==> src/rtl/shift_ctrl_pkg.sv <==
// Shared types and helpers for the mux_dff parallel-to-serial sequencer.
package shift_ctrl_pkg;

    typedef enum logic {IDLE, SHIFT} shift_state_t;

    // Bits needed to hold a count of 0..width inclusive.
    function automatic int unsigned cnt_w(input int unsigned width);
        return $clog2(width + 1);
    endfunction

endpackage

==> src/rtl/mux_dff.sv <==
// Single chain cell: a flop whose D input selects r_in (l=1) or q_in (l=0).
module mux_dff (
    input  logic clk,
    input  logic l,
    input  logic r_in,
    input  logic q_in,
    output logic q
);

    always_ff @(posedge clk) begin
        q <= l ? r_in : q_in;
    end

endmodule

==> src/rtl/mux_dff_shift_ctrl.sv <==
// Loads a parallel word into a chain of mux_dff cells and shifts it out MSB-first
// over a valid/ready serial handshake, with back-to-back reload on the final bit.
module mux_dff_shift_ctrl
    import shift_ctrl_pkg::*;
#(
    parameter int unsigned WIDTH    = 8,
    parameter logic        FILL_BIT = 1'b0
) (
    input  logic             clk,
    input  logic             reset,
    input  logic             in_valid,
    output logic             in_ready,
    input  logic [WIDTH-1:0] in_data,
    output logic             ser_valid,
    input  logic             ser_ready,
    output logic             ser_data,
    output logic             ser_last,
    output logic             busy
);

    localparam int unsigned CW = cnt_w(WIDTH);

    shift_state_t  state;
    logic [CW-1:0] count;

    logic [WIDTH-1:0] q;
    logic [WIDTH-1:0] r_in;
    logic [WIDTH-1:0] q_in;
    logic             l;
    logic             accept;
    logic             shift_en;

    assign ser_valid = (state == SHIFT);
    assign busy      = (state == SHIFT);
    assign ser_last  = (state == SHIFT) && (count == CW'(1));
    assign ser_data  = q[WIDTH-1];

    // Only the final bit lets ser_ready reach in_ready combinationally.
    assign in_ready  = (state == IDLE) || (ser_last && ser_ready);
    assign accept    = in_ready && in_valid;
    assign shift_en  = (state == SHIFT) && ser_ready && !accept;

    always_comb begin
        l    = 1'b1;
        r_in = q;
        q_in = {q[WIDTH-2:0], FILL_BIT};
        if (reset) begin
            r_in = '0;
        end else if (accept) begin
            r_in = in_data;
        end else if (shift_en) begin
            l = 1'b0;
        end
    end

    always_ff @(posedge clk) begin
        if (reset) begin
            state <= IDLE;
            count <= '0;
        end else begin
            case (state)
                IDLE: begin
                    if (in_valid) begin
                        state <= SHIFT;
                        count <= CW'(WIDTH);
                    end
                end
                SHIFT: begin
                    if (accept) begin
                        count <= CW'(WIDTH);
                    end else if (ser_ready) begin
                        count <= count - CW'(1);
                        if (ser_last) state <= IDLE;
                    end
                end
                default: begin
                    state <= IDLE;
                    count <= '0;
                end
            endcase
        end
    end

    for (genvar i = 0; i < int'(WIDTH); i++) begin : g_chain
        mux_dff u_cell (
            .clk  (clk),
            .l    (l),
            .r_in (r_in[i]),
            .q_in (q_in[i]),
            .q    (q[i])
        );
    end

endmodule

==> config.mk <==
export PLATFORM = sky130hd
export DESIGN_NAME = mux_dff_shift_ctrl
export DESIGN_NICKNAME = d
export VERILOG_FILES = /design/src/rtl/shift_ctrl_pkg.sv /design/src/rtl/mux_dff.sv /design/src/rtl/mux_dff_shift_ctrl.sv
export SDC_FILE = /design/constraint.sdc
export NUM_CORES = 1
export LEC_CHECK = 0
export ABC_AREA = 1
export ABC_CLOCK_PERIOD_IN_PS = 2450
export CORE_MARGIN = 3
export CORE_UTILIZATION = 51
export DETAILED_ROUTE_END_ITERATION = 8
export PLACE_DENSITY = 0.86
export SLEW_MARGIN = 0
export SYNTH_ARGS = -nofsm -noshare
export SYNTH_HDL_FRONTEND = slang
export SYNTH_HIERARCHICAL = 1
export SYNTH_SLANG_ARGS = --single-unit
==> constraint.sdc <==
create_clock -name clk -period 2.45 [get_ports clk]
set_input_delay 0.49 -clock clk [delete_from_list [all_inputs] [get_ports clk]]
set_output_delay 0.49 -clock clk [all_outputs]
set_load 0.01 [all_outputs]
==> qor.txt, run 1 <==
vias in the first global route - 664
Combinational Power Share - 0.234
TritonCTS Buffers - 3
layout cells sized above 1 - 0.173
Syn Area/Cell - 7.03 µm²
Seq pwr share - 0.502
crit end category - output port
Die ar. - 1990 µm²
P_leak - 0.506 nW
RD Place Congestion - 0.868
global-route wire length before repair - 2620 µm
GRT Residual Overflow - 0
Worst Hold Class - flop to flop
Final Hold Fails - 0
routed vias/inst - 4.68
reg2reg end - g_chain[2].u_cell/q
buffers from clock root to sink, at most - 2
post-synthesis sequential area ratio - 0.343
fin crit share - 0.903
critical path data required time - 1.96 ns
# port buffers - 16
I/O pin count - 17
Initial Util - 0.563
#FFs+latches synth - 13
Int Power - 0.344 mW
Ant. Diodes - 0
yosys warns - 6
unrepaired setup endpoints after global routing - false
largest net degree at the start of global routing - 18
# DRC - 0
DR WL/cell - 10.3 µm
Max Clock Skew - 0.00694 ns
switch share - 0.284
FF-to-FF Start - count[1]
post-route design area - 948 µm²
row count - 13
R2R setup slack - 0.85 ns
Final Max Tran Viols - 0
endpoints failing setup - 0
Gate Count Post-Synth - 108
DRT Pass-1 Iters - 4
worst-skew pair later-pin latency - 0.27 ns
WL final - 1470 µm
Hold Path Sink - g_chain[5].u_cell/q
core area - 1350 µm²
Resize count post-CTS - 0
CTS Hold Buffers Added - 0
status - finished clean
hold path depth - 2
setup_tns - 0 ns
Worst Min Path Start - g_chain[4].u_cell/q
CTS tree - done
Final ANT Viol Nets - 0
Peak Freq - 452 MHz
Max-Cap Viols - 0
Netlist cell types - 22
Area Overhead vs Synth - 24.9%
Clk network pwr share - 0.264
Total Routing Usage GR - 0.175
clock-pin slew on the worst setup and hold paths - 0.07 ns
final net count - 142
CP Class - input pin to output port
fin cells - 142
Critical Path AT - 1.72 ns
dpl cells - 138
Final min period - 2.21 ns
Starting DRT DRC Count - 13
Worst Reg2Reg Path Length in Cells - 11
Crit Path Max Fanout - 3
die width - 44.6 µm
Peak VDD IR - 0.306 mV
CTS HTree Levels - 1
syn_nets - 122
TritonCTS sink count - 13
Post-CTS Setup Inserts - 0
initial antenna violation count - 0
CTS root buf - clkbuf_4
Cell Area, Placed - 921 µm²
routed via count - 665
Die Ht - 44.6 µm
Post-DP HPWL - 1190 µm
Setup crit start kind - input pin
Net Switching - 0.136 mW
final total power - 0.480 mW
power density over the cells - 506 nW/µm²
Mapped Area - 759 µm²
worst max path at each step:
| stage | start | to | cells past startpoint |
|---|---|---|---|
| CTS | ser_ready | in_ready | 4 |
| finish | ser_ready | in_ready | 4 |
| floorplan | count[1] | g_chain[0].u_cell/q | 10 |
| global route | count[1] | in_ready | 7 |
| global placement | ser_ready | in_ready | 4 |
| detailed placement | ser_ready | in_ready | 4 |
Yosys cell counts:
library cell   n  share of area
inv_1         16          0.079
nand2_1       28           0.14
a21oi_2        1          0.012
nand3_2        2          0.026
buf_12         1          0.026
ha_1           2          0.033
nand3_1        2          0.013
o21ai_2        8          0.092
xnor2_1        1          0.012
buf_2          1         0.0066
xor2_1         1          0.012
a21oi_1        2          0.013
inv_2          1         0.0049
o21ai_0        4          0.026
buf_4          1         0.0099
dfxtp_1       13           0.34
nor3_1         1         0.0066
conb_1         1         0.0049
nand2_2        1         0.0082
nor2_1        18          0.089
nand2_4        2          0.030
o21bai_2       1          0.015
critical path, stage by stage:
cell and delay [ns]:
clkdlybuf4s50_1 0.49, nand3_2 0.08, nand2_2 0.10, clkdlybuf4s50_1 0.56
logic make-up (layout without fill, tap and decap cells):
family,Yosys count,after routing,share of synthesized area
simple gates,54,54,0.311
fa+ha+maj,2,2,0.0329
other cells,1,1,0.00494
flops,13,13,0.343
buf+inv,20,39,0.127
compound gates,16,16,0.158
xor+xnor,2,2,0.0231
stage by stage:
step | setup slack (ns) | hold WS [ns] | utilization
floorplan | 0.925 | 0.420 | -
global placement | 0.267 | 0.425 | 0.682
detailed placement | 0.225 | 0.445 | 0.682
CTS | 0.223 | 0.453 | 0.703
global route | 0.137 | 0.469 | 0.703
finish | 0.237 | 0.453 | 0.703
final cells by class:
class                           count  area, µm²
Clock inverter                      1       5.00
Fill cell                         114        402
Clock buffer                        3       22.5
Inverter                           17       63.8
Sequential cell                    13        260
Tap cell                           15       18.8
Timing Repair Buffer               18        175
Multi-Input combinational cell     75        403
routing by layer:
metal | wire length [µm] | share of wire | GRT usage | vias to the layer above
met1 | 587 | 0.40 | 0.201 | 292
li1 | - | - | - | 363
met4 | 11 | 0.0075 | 0.0723 | 0
met2 | 813 | 0.55 | 0.318 | 8
met3 | 52 | 0.035 | 0.0244 | 2
met5 | 0 | 0 | 0 | -
cell usage in the layout, fill, tap and decap left out, types with 3 or more instances in the layout:
cell / netlist / layout
clkbuf_4: 0 / 3
clkdlybuf4s50_1: 0 / 16
dfxtp_1: 13 / 13
inv_1: 16 / 16
nand2_1: 28 / 28
nor2_1: 18 / 18
o21ai_0: 4 / 4
o21ai_2: 8 / 8
registers in the layout, indices dropped and copies added, names as in the netlist:
name	cells
count	4
g_chain.u_cell/q	8
busy	1
power groups by stage:
stage / Clock [mW] / Sequential, mW / Combinational [mW]
final: 0.127 / 0.241 / 0.112
after global routing: 0.141 / 0.243 / 0.127
after CTS: 0.133 / 0.241 / 0.114
after detailed placement: 0 / 0.246 / 0.113
after global placement: 0 / 0.245 / 0.108
after floorplan: 0 / 0.245 / 0.0734
Note: power is estimated with default switching activity, not from simulation.
==> inputs of run 2 (changes only) <==
--- a/config.mk
+++ b/config.mk
@@ -7,6 +7,7 @@
 export LEC_CHECK = 0
 export ABC_AREA = 1
 export ABC_CLOCK_PERIOD_IN_PS = 2450
+export CAP_MARGIN = 25
 export CORE_MARGIN = 3
 export CORE_UTILIZATION = 51
 export DETAILED_ROUTE_END_ITERATION = 8
==> results of run 2 <==
Final layout, timing and power as in run 1 (identical DEF).
